[src/rtl/instruction_fetch_unit.sv]
// Fetch stage: holds the PC, reads program memory over a req/ack handshake,
// latches the returned word in the IR and offers it to decode with valid/ready.
// A jump redirects the PC and flushes whatever is in flight or held.
module instruction_fetch_unit #(
   parameter int PC_WIDTH    = 4,
   parameter int INSTR_WIDTH = 8
) (
   input  logic                   clk,
   input  logic                   reset,
   output logic                   mem_req,
   output logic [PC_WIDTH-1:0]    mem_addr,
   input  logic                   mem_ack,
   input  logic [INSTR_WIDTH-1:0] mem_rdata,
   input  logic                   jump_valid,
   input  logic [PC_WIDTH-1:0]    jump_target,
   input  logic                   halt,
   output logic [INSTR_WIDTH-1:0] instr_out,
   output logic                   instr_valid,
   input  logic                   instr_ready,
   output logic [PC_WIDTH-1:0]    pc_out,
   output logic                   halted
);

   typedef enum logic [1:0] {
      FETCH  = 2'd0,
      HOLD   = 2'd1,
      HALTED = 2'd2
   } state_t;

   state_t                 state_q, state_d;
   logic [PC_WIDTH-1:0]    pc_q, pc_d;
   logic [INSTR_WIDTH-1:0] ir_q, ir_d;

   // Next-state, PC and IR selection; a jump outranks ack, ready and halt
   always_comb begin
      state_d = state_q;
      pc_d    = pc_q;
      ir_d    = ir_q;
      if (jump_valid) begin
         pc_d    = jump_target;
         state_d = FETCH;
      end else begin
         unique case (state_q)
            FETCH: begin
               if (mem_ack) begin
                  ir_d    = mem_rdata;
                  pc_d    = pc_q + PC_WIDTH'(1);
                  state_d = HOLD;
               end
            end
            HOLD: begin
               if (instr_ready) begin
                  state_d = halt ? HALTED : FETCH;
               end
            end
            HALTED: begin
               if (!halt) begin
                  state_d = FETCH;
               end
            end
            default: state_d = FETCH;
         endcase
      end
   end

   // State, PC and IR registers; reset wins over any late ack
   always_ff @(posedge clk) begin
      if (reset) begin
         state_q <= FETCH;
         pc_q    <= '0;
         ir_q    <= '0;
      end else begin
         state_q <= state_d;
         pc_q    <= pc_d;
         ir_q    <= ir_d;
      end
   end

   // Outputs decode straight from state; req is held off while reset is asserted
   always_comb begin
      mem_req     = (state_q == FETCH) && !reset;
      mem_addr    = pc_q;
      instr_out   = ir_q;
      instr_valid = (state_q == HOLD);
      pc_out      = pc_q;
      halted      = (state_q == HALTED);
   end

endmodule
[config.mk]
export PLATFORM = sky130hd
export DESIGN_NAME = instruction_fetch_unit
export DESIGN_NICKNAME = d
export VERILOG_FILES = /design/src/rtl/instruction_fetch_unit.sv
export SDC_FILE = /design/constraint.sdc
export NUM_CORES = 1
export LEC_CHECK = 0
export CAP_MARGIN = 20
export CORE_MARGIN = 4
export CORE_UTILIZATION = 35
export CTS_CLUSTER_DIAMETER = 200
export DETAILED_ROUTE_END_ITERATION = 10
export PLACE_DENSITY_LB_ADDON = 0.05
export SYNTH_ARGS = -nofsm -noshare
export SYNTH_HDL_FRONTEND = slang
export SYNTH_SLANG_ARGS = --single-unit
[constraint.sdc]
create_clock -name clk -period 3.2 [get_ports clk]
set_input_delay 0.64 -clock clk [delete_from_list [all_inputs] [get_ports clk]]
set_output_delay 0.64 -clock clk [all_outputs]
set_load 0.05 [all_outputs]
# Word level (Yosys, flattened, before mapping)
# Cells that the tools add are included.
dict set report word_totals {
  regBits 14
  input_bits 18
  out_inout_bits 19
}
dict set report classes {
  n_eq_ne 5
  n_reduce_logical 9
  mux 8
  n_addsub 1
  bitwise 1
}
# operator n
set ops {}
lappend ops {{$mux 4} 3}
lappend ops {{$mux 2} 4}
lappend ops {{$pmux 2 s3} 1}
lappend ops {{$reduce_and 3->1} 2}
lappend ops {{$add 4x1->4 const B} 1}
lappend ops {{$ne 2x2->1 const B} 2}
lappend ops {{$reduce_bool 2->1} 2}
lappend ops {{$eq 2x1->1 const B} 1}
lappend ops {{$eq 2x2->1 const B} 1}
lappend ops {{$logic_not 2->1} 1}
lappend ops {{$ne 2x1->1 const B} 1}
lappend ops {{$reduce_and 2->1} 1}
lappend ops {{$reduce_or 2->1} 1}
lappend ops {{$logic_and 1x1->1} 1}
lappend ops {{$logic_not 1->1} 1}
lappend ops {{$not 1->1} 1}

# Depth between registers and ports, before layout
dict set report logic_depth {
  ltp_word 4
  ltp_mapped 4
}

# Worst setup path after synthesis
# No wires, ideal clock.
dict set report synth_path {
  path_type {input to output}
  from {input port reset}
  to {output port mem_req}
  stages 2
  required_time_ps 2560
  n_path_buf 1
  arrival_ps 1877
  setup_slack_ps 683
  path_cell_list {clkbuf_1 > nor3_1}
}
dict set report synth_via {
  elab_chain_cells 2
}
# element line_no
set synth_lines {}
lappend synth_lines {{start: declaration} 9} ;# input logic reset,
lappend synth_lines {{$logic_not 1->1} 81} ;# mem_req = (state_q == FETCH) && !reset;
lappend synth_lines {{$logic_and 1x1->1} 81}
lappend synth_lines {{end: declaration} 10} ;# output logic mem_req,
# No other way between the ends.

# Final worst setup path
dict set report layout_path {
  from {register state_q[0]}
  to {output port instr_valid}
}
dict set report layout_via {
  elab_chain_cells 1
}
# element line_no
set layout_lines {}
lappend layout_lines {{start: declaration} 30} ;# state_t state_q, state_d;
lappend layout_lines {{start signal: assignment} 73} ;# state_q <= state_d;
lappend layout_lines {{$eq 2x1->1} 84} ;# instr_valid = (state_q == HOLD);
lappend layout_lines {{end: declaration} 18} ;# output logic instr_valid,
# No other way between the ends.

==> results.json <==
{
  "crit_required_ps": 2560,
  "ant_nets": 0,
  "ff_latch_area_sq_um": 280,
  "drt_iter0_drc": 9,
  "worst_pin_slew_ps": 667,
  "wl_met3_um": 89,
  "grt_max_degree": 16,
  "skew_ps": 2.76,
  "drv_cap": 0,
  "post-route-util": 0.632,
  "rows": 14,
  "synthCells": 73,
  "wl_met2_um": 658,
  "clock_latency_ps": 270,
  "grtUsageTotal": 0.117,
  "start_util": 0.391,
  "async_flop_share": 0,
  "yosys_warnings": 0,
  "ios": 37,
  "cts_resized": 0,
  "fill_cells": 153,
  "finalHoldViolations": 0,
  "cts_root_buffer": "clkbuf_4",
  "netSwitchingPower_w": 0.000139,
  "htree_levels": 1,
  "rsz0062_at_grt": "false",
  "yosysMostFrequentCell": "nand2_1",
  "core_region_area_sq_um": 1580,
  "setup-tns-final_ps": 0,
  "multiInputGateArea_sq_um": 287,
  "drv_slew": 0,
  "areaGrowthSynthToFinish_pct": 61.5,
  "post_cts_buffers": 0,
  "ir_worst_vdd_mv": 0.233,
  "total_power_w": 0.000444,
  "slew_headroom": 0.554,
  "grt_pass1_wl_mm": 2.37,
  "drive_above_1_share": 0.0654,
  "ys.flop_type": "dfxtp_1",
  "via_per_inst": 5.02,
  "ys_seq_area_frac": 0.454,
  "placed_cell_area_sq_um": 960,
  "overflow": 0,
  "insertedDiodeCount": 0,
  "firstDrtPassIters": 2,
  "power_density_nw_per_um2": 446,
  "antenna_found_initial": 0,
  "remaining_drc_errors": 0,
  "clock_path_buffers": 2,
  "portBuffers": 36,
  "critPathMaxFanout": 6,
  "fin_area_sq_um": 996,
  "synth_area_per_cell_sq_um": 8.45,
  "post-route-min-period_ps": 2410,
  "dr.max_layer_used": "met4",
  "cts_inserted_buffers": 3,
  "p_int_w": 0.000305,
  "clockPowerShare": 0.280,
  "hpwlAfterDp_mm": 1.13,
  "setup_violations": 0,
  "p_leak_nw": 0.371,
  "wire_per_inst_um": 11.8,
  "hold_buffers": 0,
  "netlist.area_leader.share": 0.454,
  "netlist_area_sq_um": 617,
  "hp-class": "reg2reg",
  "fin_crit_sh": 0.753,
  "grt_pass1_vias": 571,
  "wl_mm": 1.45,
  "num_vias": 618,
  "pwr-share-comb": 0.288,
  "p_seq_frac": 0.432,
  "synth_top_area_cell": "dfxtp_1",
  "cts_tree": "done",
  "criticalPathCategory": "reg2out",
  "synth_common_cells": "16 x nand2_1, 14 x dfxtp_1, 9 x a21oi_1",
  "ys_seq_elements": 14,
  "die_width_um": 50.0,
  "status": "finished clean",
  "place_congestion": 0.747,
  "max_freq_mhz": 415,
  "synth_nets": 92,
  "start_kind": "flop",
  "clkSinkCount": 14,
  "die_h_um": 50.0,
  "worst_slack_ps": 790,
  "synth_edf_count": 0,
  "cp-end-kind": "primary output",
  "netlist_top_cells_area": "dfxtp_1 45%, nand2_1 9.7%, a21oi_1 7.3%, buf_4 4.9%, a211oi_1 3.7%",
  "dp_slack_ps": 897,
  "ys_types": 24,
  "final_nets": 127,
  "met1_length_um": 692,
  "die_area_sq_um": 2500,
  "path_clk_slew_ps": 80,
  "arrival_ps": 1770,
  "switching_share": 0.313
}
cell usage in the layout (no fill, tap or decap), drive strengths merged:
master         netlist  layout
clkdlybuf4s50        0      35
a21oi                9       9
a211oi               3       3
nand2               16      16
nand3                1       1
nor4b                2       2
dfxtp               14      14
buf                  5       2
and2b                1       1
nor2                 4       4
or4b                 1       1
xor2                 1       1
or3                  2       2
o21ai                2       2
or3b                 1       1
a311oi               2       2
ha                   1       1
nand2b               1       1
nor3                 1       1
inv                  2       2
mux2i                1       1
clkbuf               2       4
nor2b                1       1
path summary, 6_finish.rpt:
check	from	end	slack [ps]	cells after the start
worst max-delay path	state_q[0]$_SDFFE_PP0P_	instr_valid	790	2
worst min register to register	instr_out[3]$_SDFFE_PP0P_	instr_out[3]$_SDFFE_PP0P_	450	2
worst min-delay path	instr_out[3]$_SDFFE_PP0P_	instr_out[3]$_SDFFE_PP0P_	450	2
worst max register to register	state_q[0]$_SDFFE_PP0P_	mem_addr[3]$_SDFFE_PP0P_	1640	3
cell families (layout without fill, tap and decap cells):
group                      after synthesis  after routing  synth area share
and+or+nand+nor                         31             31             0.260
AOI/OAI and AO/OA                       16             16             0.154
DFF                                     14             14             0.454
buffers and inverters                    9             43            0.0811
adders and majority gates                1              1            0.0203
xor gates and xnor gates                 1              1            0.0142
muxes                                    1              1            0.0162
critical path, stage by stage, from the launching register on:
cell	delay (ps)
dfxtp_1	430
nor2b_1	230
clkdlybuf4s50_1	840
final cells by class:
class,instances,share of cell area
Inverter,2,0.00754
Multi-Input combinational cell,50,0.288
Sequential cell,14,0.281
Clock buffer,4,0.0364
Timing Repair Buffer,37,0.367
Tap cell,16,0.0201
sequential cells by signal (all words and copies together), names as in the netlist:
register and count:
instr_out 8, state_q 2, mem_addr 4
metrics by stage:
step	hold WS [ps]	instances
after global routing	478	123
after detailed placement	447	119
after global placement	442	119
final	454	123
after CTS	459	123
after floorplan	620	73
power groups by stage:
| stage | registers, W | logic, W | clock network [W] |
|---|---|---|---|
| global placement | 0.000196 | 0.000128 | 0 |
| floorplan | 0.000225 | 0.0000502 | 0 |
| CTS | 0.000192 | 0.000129 | 0.000130 |
| global route | 0.000194 | 0.000135 | 0.000138 |
| detailed placement | 0.000196 | 0.000129 | 0 |
| finish | 0.000192 | 0.000128 | 0.000124 |
layer usage:
layer,GRT usage,vias up
met5,0,-
met4,0.0553,0
met3,0.0301,2
met2,0.189,24
met1,0.144,272
li1,-,320
Note: power is estimated with default switching activity, not from simulation.
